==> src/rtl/sdhci_crc_pkg.sv <==
// Shared types and constants for the SDHCI serial CRC engine.
// Used by sdhci_crc_lane and sdhci_crc_multilane.
package sdhci_crc_pkg;

    typedef enum logic [1:0] {
        IDLE  = 2'd0,
        ACCUM = 2'd1,
        SHIFT = 2'd2,
        CHECK = 2'd3
    } crc_state_e;

    localparam int          CRC7_W     = 7;
    localparam int          CRC16_W    = 16;
    localparam logic [6:0]  CRC7_POLY  = 7'h09;
    localparam logic [15:0] CRC16_POLY = 16'h1021;

endpackage

==> src/rtl/sdhci_crc_lane.sv <==
// One serial CRC LFSR lane: accumulates payload bits, shifts the CRC out MSb first,
// or compares received CRC bits against its MSb and keeps a sticky mismatch flag.
module sdhci_crc_lane #(
    parameter int             W    = 16,
    parameter logic [W-1:0]   POLY = W'(16'h1021)
) (
    input  logic clk_i,
    input  logic rst_i,
    input  logic clr_i,
    input  logic accum_i,
    input  logic shift_i,
    input  logic check_i,
    input  logic dat_i,
    output logic msb_o,
    output logic err_o
);

    logic [W-1:0] r_lfsr;
    logic         r_err;
    logic         w_fb;
    logic [W-1:0] w_shifted;

    // The same XOR serves as LFSR feedback while accumulating and as the
    // mismatch bit while checking a received CRC.
    assign w_fb      = dat_i ^ r_lfsr[W-1];
    assign w_shifted = {r_lfsr[W-2:0], 1'b0};

    always_ff @(posedge clk_i) begin
        if (rst_i || clr_i) begin
            r_lfsr <= '0;
            r_err  <= 1'b0;
        end else begin
            if (accum_i) begin
                r_lfsr <= w_shifted ^ (w_fb ? POLY : '0);
            end else if (shift_i || check_i) begin
                r_lfsr <= w_shifted;
            end
            if (check_i) begin
                r_err <= r_err | w_fb;
            end
        end
    end

    assign msb_o = r_lfsr[W-1];
    assign err_o = r_err;

endmodule

==> src/rtl/sdhci_crc_multilane.sv <==
// Multi-lane serial CRC engine for SDHCI CMD/DAT lines: one LFSR per lane, shared FSM.
// Optional SDHCI_CRC_ERR_INJECT_EN adds err_inject_i to corrupt the first CRC bit of lane 0.
module sdhci_crc_multilane
    import sdhci_crc_pkg::*;
#(
    parameter int                   CRC_WIDTH = 16,
    parameter logic [CRC_WIDTH-1:0] POLY      = CRC_WIDTH'(CRC16_POLY),
    parameter int                   NUM_LANES = 4
) (
    input  logic                 clk_i,
    input  logic                 rst_i,
`ifdef SDHCI_CRC_ERR_INJECT_EN
    input  logic                 err_inject_i,
`endif
    input  logic                 clk_en_i,
    input  logic                 start_i,
    input  logic                 gen_mode_i,
    input  logic                 dat_valid_i,
    input  logic [NUM_LANES-1:0] dat_i,
    input  logic                 end_i,
    output logic [NUM_LANES-1:0] crc_o,
    output logic                 crc_valid_o,
    output logic                 busy_o,
    output logic                 done_o,
    output logic [NUM_LANES-1:0] crc_err_o
);

    localparam int             CW       = (CRC_WIDTH > 1) ? $clog2(CRC_WIDTH) : 1;
    localparam logic [CW-1:0]  LAST_CNT = CW'(CRC_WIDTH - 1);

    crc_state_e           r_state, w_state_next;
    logic [CW-1:0]        r_cnt, w_cnt_next;
    logic                 r_done, w_done_next;
    logic                 w_clr, w_accum, w_shift, w_check;
    logic                 w_crc_valid;
    logic [NUM_LANES-1:0] w_msb, w_err, w_inv_mask;

    always_ff @(posedge clk_i) begin
        if (rst_i) begin
            r_state <= IDLE;
            r_cnt   <= '0;
            r_done  <= 1'b0;
        end else begin
            r_state <= w_state_next;
            r_cnt   <= w_cnt_next;
            r_done  <= w_done_next;
        end
    end

    // Without a strobe everything holds, including the done pulse.
    always_comb begin
        w_state_next = r_state;
        w_cnt_next   = r_cnt;
        w_done_next  = r_done;
        w_clr        = 1'b0;
        w_accum      = 1'b0;
        w_shift      = 1'b0;
        w_check      = 1'b0;
        if (clk_en_i) begin
            w_done_next = 1'b0;
            if (start_i) begin
                w_clr        = 1'b1;
                w_state_next = ACCUM;
                w_cnt_next   = '0;
            end else begin
                unique case (r_state)
                    IDLE: begin
                        w_state_next = IDLE;
                    end
                    ACCUM: begin
                        w_accum = dat_valid_i;
                        if (end_i) begin
                            w_state_next = gen_mode_i ? SHIFT : CHECK;
                        end
                    end
                    SHIFT, CHECK: begin
                        w_shift = (r_state == SHIFT);
                        w_check = (r_state == CHECK) && dat_valid_i;
                        if (w_shift || w_check) begin
                            if (r_cnt == LAST_CNT) begin
                                w_state_next = IDLE;
                                w_cnt_next   = '0;
                                w_done_next  = 1'b1;
                            end else begin
                                w_cnt_next = r_cnt + 1'b1;
                            end
                        end
                    end
                    default: begin
                        w_state_next = IDLE;
                    end
                endcase
            end
        end
    end

    genvar gi;
    generate
        for (gi = 0; gi < NUM_LANES; gi++) begin : g_lane
            sdhci_crc_lane #(
                .W    (CRC_WIDTH),
                .POLY (POLY)
            ) u_lane (
                .clk_i   (clk_i),
                .rst_i   (rst_i),
                .clr_i   (w_clr),
                .accum_i (w_accum),
                .shift_i (w_shift),
                .check_i (w_check),
                .dat_i   (dat_i[gi]),
                .msb_o   (w_msb[gi]),
                .err_o   (w_err[gi])
            );
        end
    endgenerate

    // The injected inversion touches only the output bit, never the LFSR.
`ifdef SDHCI_CRC_ERR_INJECT_EN
    assign w_inv_mask = NUM_LANES'(err_inject_i && (r_state == SHIFT) && (r_cnt == '0));
`else
    assign w_inv_mask = '0;
`endif

    assign w_crc_valid = (r_state == SHIFT);
    assign crc_o       = (w_msb & {NUM_LANES{w_crc_valid}}) ^ w_inv_mask;
    assign crc_valid_o = w_crc_valid;
    assign busy_o      = (r_state != IDLE);
    assign done_o      = r_done;
    assign crc_err_o   = w_err;

endmodule

==> config.mk <==
export PLATFORM = sky130hd
export DESIGN_NAME = sdhci_crc_multilane
export DESIGN_NICKNAME = d
export VERILOG_FILES = /design/src/rtl/sdhci_crc_pkg.sv /design/src/rtl/sdhci_crc_lane.sv /design/src/rtl/sdhci_crc_multilane.sv
export SDC_FILE = /design/constraint.sdc
export NUM_CORES = 1
export LEC_CHECK = 0
export ABC_AREA = 1
export CORE_UTILIZATION = 50
export DETAILED_ROUTE_END_ITERATION = 7
export MAX_ROUTING_LAYER = met4
export PLACE_DENSITY = 0.78
export SETUP_SLACK_MARGIN = 0.2
export SYNTH_ARGS = -nofsm -noshare
export SYNTH_HDL_FRONTEND = slang
export SYNTH_SLANG_ARGS = --single-unit
==> constraint.sdc <==
create_clock -name clk_i -period 1.5 [get_ports clk_i]
set_clock_uncertainty 0.05 [all_clocks]
set_input_delay 0.45 -clock clk_i [delete_from_list [all_inputs] [get_ports clk_i]]
set_output_delay 0.45 -clock clk_i [all_outputs]
set_load 0.02 [all_outputs]
Word-level counts from Yosys, hierarchy flattened
Index checks and enable logic that the tools add are counted.
{"block": "word_totals", "reg_bits": 75, "out_inout_bits": 11, "elab_cells": 81}
{"block": "classes", "n_addsub": 1, "reduce_logical": 12, "eq_ne": 7, "mux": 37, "n_bitwise": 13}
{"operator": "$mux 16", "count": 8}
{"operator": "$xor 16x16->16", "count": 4}
{"operator": "$mux 13", "count": 4}
{"operator": "$mux 1", "count": 16}
{"operator": "$mux 4", "count": 4}
{"operator": "$ne 3x3->1 const B", "count": 3}
{"operator": "$mux 2", "count": 4}
{"operator": "$reduce_bool 2->1", "count": 4}
{"operator": "$pmux 2 s3", "count": 1}
{"operator": "$add 4x1->4 const B", "count": 1}
{"operator": "$and 4x4->4", "count": 1}
{"operator": "$eq 2x2->1 const B", "count": 2}
{"operator": "$eq 4x4->1 const B", "count": 1}
{"operator": "$or 1x1->1", "count": 4}
{"operator": "$reduce_and 4->1", "count": 1}
{"operator": "$xor 1x1->1", "count": 4}
{"operator": "$logic_or 1x1->1", "count": 3}
{"operator": "$reduce_and 3->1", "count": 1}
{"operator": "$eq 2x1->1 const B", "count": 1}
{"operator": "$logic_not 2->1", "count": 1}
{"operator": "$reduce_or 2->1", "count": 1}
{"operator": "$logic_and 1x1->1", "count": 1}

Depth between registers and ports, before layout
{"block": "depth", "word_depth": 8, "mapped_depth": 9, "ltp_nobuf": 9}

By module
From an unflattened synthesis, not the netlist that was laid out.
{"block": "unflattened", "cells_unflattened": 455, "hier_area_um2": 3603.5}
{"module": "sdhci_crc_lane", "cells_per_inst": 93, "seq_area_each_um2": 340.3, "instances": 4, "area_each_um2": 773.2}
{"module": "sdhci_crc_multilane", "cells_per_inst": 83, "seq_area_each_um2": 140.1, "instances": 1, "area_each_um2": 510.5}

Worst setup path before layout
Ideal clock, no wire load.
{"block": "synth_path", "path_type": "input-to-reg", "startpoint": "input port start_i", "endpoint": "register g_lane[0].u_lane.r_lfsr[10]", "required_time_ns": 1.337, "n_path_buf": 1, "arrival_time_ns": 1.290, "setup_time_ns": 0.113, "path_stages": 9, "path_slack_ns": 0.048, "cell_sequence": "inv_2 -> nand2_1 -> nor2_1 -> inv_2 -> nand2_2 -> inv_2 -> buf_2 -> nor2_1 -> nor2_1"}
{"block": "synth_via", "elab_chain_cells": 4}
{"element": "from (decl)", "line_no": "sdhci_crc_multilane.sv:16", "rtl": "input logic start_i,"}
{"element": "$mux 1", "line_no": "sdhci_crc_multilane.sv:61", "rtl": "if (start_i) begin"}
{"element": "$mux 1", "line_no": "sdhci_crc_multilane.sv:59", "rtl": "if (clk_en_i) begin"}
{"element": "$logic_or 1x1->1", "line_no": "sdhci_crc_lane.sv:35", "rtl": "end else if (shift_i || check_i) begin"}
{"element": "$reduce_bool 2->1 (no source line)"}
{"element": "to (signal assigned)", "line_no": "sdhci_crc_lane.sv:34", "rtl": "r_lfsr <= w_shifted ^ (w_fb ? POLY : '0);"}
{"element": "to (signal assigned)", "line_no": "sdhci_crc_lane.sv:36", "rtl": "r_lfsr <= w_shifted;"}
{"element": "to (decl)", "line_no": "sdhci_crc_lane.sv:18", "rtl": "logic [W-1:0] r_lfsr;"}
Parallel ways exist; a longest one is shown, timed or not.
A chain may end at the register's enable or synchronous reset.

Final worst setup path
{"block": "layout_path", "startpoint": "register r_state[0]", "endpoint": "register g_lane[0].u_lane.r_lfsr[12]"}
{"block": "layout_via", "elab_chain_cells": 7}
{"element": "from (decl)", "line_no": "sdhci_crc_multilane.sv:31", "rtl": "crc_state_e r_state, w_state_next;"}
{"element": "from (signal assigned)", "line_no": "sdhci_crc_multilane.sv:44", "rtl": "r_state <= w_state_next;"}
{"element": "$eq 2x2->1, on equally long branches", "line_no": "sdhci_crc_multilane.sv:66, sdhci_crc_multilane.sv:77, sdhci_crc_multilane.sv:78"}
{"element": "$reduce_or 2->1 or $logic_and 1x1->1 (tied branches)", "line_no": "sdhci_crc_multilane.sv:66, sdhci_crc_multilane.sv:78"}
{"element": "$mux 1", "line_no": "sdhci_crc_multilane.sv:66", "rtl": "unique case (r_state)"}
{"element": "$mux 1", "line_no": "sdhci_crc_multilane.sv:61"}
{"element": "$mux 1", "line_no": "sdhci_crc_multilane.sv:59"}
{"element": "$logic_or 1x1->1", "line_no": "sdhci_crc_lane.sv:35"}
{"element": "$reduce_bool 2->1 (no source line)"}
Parallel ways exist; a longest one is shown, timed or not.

==> metrics <==
Synth Register Bits 75; Synth Cell Area 3440 sq um; M3 GR Usage 7.30%; number of placed instances, taps included 598; met2 Usage GRT 52.3%; Worst setup startpoint r_state[0]; worst-path cell chain inv_4 -> nand2_8 -> buf_6 -> nand2_4 -> nand3_4 -> nand2_8 -> buf_6 -> buf_12 -> nand2_4 -> nor2_4 -> nor2_1; Mapped Cells 495; power density over cell area 929 nW/um^2; Clk Latency, worst-skew pair 390 ps; Crit path arrival time 1930 ps; H-Tree Level Count 3; share of layout cells above drive strength 1 39.0%; Post-synth top cells nor2_1, nand2_1, dfxtp_1; Initial Util 53.0%; leakage 2.50 nW; GR Util met1 33.2%; total grt overflow 0; DRC 0; biggest area consumer among synthesized cells dfxtp_1; Syn Nets 507; die footprint 7210 sq um; fin cells 643; diodes inserted 0; synth top area cells dfxtp_1, nor2_1, nand2_1, nand3b_1, nand3_1; fin nets 573; sequential share of the synthesized area 43.7%; Post-synth EDFFs 0; clk slew on worst S/H paths 80 ps; Fin. Hold Viols 0; outcome finished with violations; minimum clock period after layout 1710 ps; most common cell in the netlist nor2_1; Antenna Nets Post-Route 0; Die Width 84.9 um; max incr delay on CP 340 ps; Reg2Reg Depth 11; global route hottest layer met2; failing checks setup timing; Rel. slew slack 80.5%; yosys warns 0; Synth top area share 43.7%; HP Class reg -> reg; core area 6490 sq um; die height 84.9 um; Worst Setup Start Kind flop; wire per inst 20.0 um; Setup CP Type reg -> reg; critical path's slowest cell dfxtp_2; top_reg_cell synth dfxtp_1; CTS Buffer Depth 2; I/O pin cnt 22; root buf cell clkbuf_8; Final setup viols 67; Fmax 585 MHz; launch point of the worst reg-to-reg path r_state[0]; post-DP HPWL 5090 um; register area 1520 sq um; post-route clock period utilization 114%; initial DRC count 291; I/O Buffers 21; Synth async-reset ratio 0%; R2R setup slack -210 ps; RD Place Congestion 0.851; via count 3804; TritonCTS clock tree yes; critical path required time 1720 ps; FP Rows 29; first-pass GRT wire length 16100 um; filler cell count 304; RSZ-0062 raised after global routing true; WL final 12800 um; GRT Util Overall 30.0%; clock net sink count 75; Cell variety after synth 20; Worst Setup EP g_lane[0].u_lane.r_lfsr[12]; fin. max-slew vios 0; DR vias/cell 5.92; hold_buf cts 0; Syn Area/Cell 6.95 sq um; Max Cap Viol 0; largest net degree at the start of global routing 26; setup total negative slack -6530 ps; Tightest Pin Transition 292 ps; VDD IR max 772 uV; initial antenna violation count 0; vias in the first global route 3408; Num CTS Buffers 9; area taken by multi-input logic gates 2220 sq um; Setup WS post-layout -210 ps; TritonRoute pass-1 iters 6; reg-to-reg endpoint g_lane[0].u_lane.r_lfsr[12]; nature of the critical path endpoint flop; crit path max fanout 8; Layout area overhead 57.9%
[how the worst min path moves through the flow]
stage / startpoint / end / cells past startpoint
floorplan: g_lane[0].u_lane.r_lfsr[10] / g_lane[0].u_lane.r_lfsr[11] / 2
global placement: g_lane[3].u_lane.r_lfsr[3] / g_lane[3].u_lane.r_lfsr[4] / 2
detailed placement: g_lane[3].u_lane.r_lfsr[3] / g_lane[3].u_lane.r_lfsr[4] / 2
CTS: g_lane[3].u_lane.r_lfsr[3] / g_lane[3].u_lane.r_lfsr[4] / 2
global route: g_lane[2].u_lane.r_lfsr[2] / g_lane[2].u_lane.r_lfsr[3] / 2
finish: g_lane[2].u_lane.r_lfsr[3] / g_lane[2].u_lane.r_lfsr[4] / 2
[layout by cell type, fill, tap and decap left out, types with 3 or more instances in the layout]
cell	synthesis	layout
nor2_4	0	34
clkbuf_8	0	9
nand3_1	30	22
inv_4	0	3
dfxtp_2	0	6
a21oi_2	0	4
nor2_2	0	35
buf_16	0	8
nor2_1	137	68
nand2_4	0	12
nand2_2	3	10
clkdlybuf4s50_1	0	6
bufinv_16	0	3
buf_12	0	15
clkinvlp_4	0	3
inv_1	28	25
buf_6	5	24
nand3b_1	48	48
nand3_4	0	3
nand3_2	1	6
a21oi_1	22	16
buf_4	5	23
bufbuf_16	0	3
dfxtp_1	75	67
nand2_1	107	86
[registers in the layout, summed over array words and instances (netlist names)]
| signal | cells |
|---|---|
| g_lane.u_lane.err_o | 4 |
| g_lane.u_lane.r_lfsr | 64 |
| r_cnt | 4 |
| r_state | 2 |
| done_o | 1 |
[through the flow]
step / instance area (sq um) / hold slack [ps] / power (mW) / setup slack (ps) / utilization [%]
floorplan: 3590 / 381 / 2.54 / 205 / -
detailed placement: 4000 / 396 / 2.75 / -465 / 61.6
finish: 5430 / 429 / 5.05 / -210 / 83.6
CTS: 5000 / 425 / 4.78 / -88.5 / 76.9
global placement: 4000 / 390 / 2.73 / -417 / 61.6
global route: 5430 / 451 / 5.19 / -243 / 83.6
[final cells by class]
class / count / area share [%]
clock buffer: 10 / 2.35
clock inverter: 6 / 2.10
inverter: 32 / 2.56
multi-input combinational: 356 / 40.9
sequential: 75 / 27.9
tap: 77 / 1.77
timing repair buffer: 86 / 22.2
timing repair inverter: 1 / 0.207
[metal layers]
metal,part of all wire [%],wire length (um),vias to the layer above
met1,36,4630,1808
met5,0,0,-
met2,51,6540,209
li1,-,-,1692
met4,5.8,743,0
met3,7.2,920,95
[power breakdown]
part	switching (mW)	internal, mW	total [mW]
registers	0.0696	2.07	2.14
logic	0.515	0.448	0.964
clock network	0.839	1.11	1.95
[critical path, delay by kind of cell, from the launching register on]
family / cells / cell delay [ps]
simple gates: 7 / 720
buf+inv: 4 / 490
flops: 1 / 340
[logic make-up (layout without fill, tap and decap cells)]
| logic type | count (synthesis) | after routing | share of synthesized area (%) |
|---|---|---|---|
| AOI/OAI and AO/OA | 27 | 27 | 4.00 |
| buffers and inverters | 64 | 135 | 9.35 |
| adders and majority gates | 1 | 1 | 0.364 |
| DFF | 75 | 75 | 43.7 |
| and+or+nand+nor | 328 | 328 | 42.6 |
[repair_timing]
item,CTS,global route
endpoints found under the setup margin,86,86
pin swaps,16,24
gates cloned,12,2
gates resized for setup,191,94
setup buffers,8,7
Note: power is estimated with default switching activity, not from simulation.
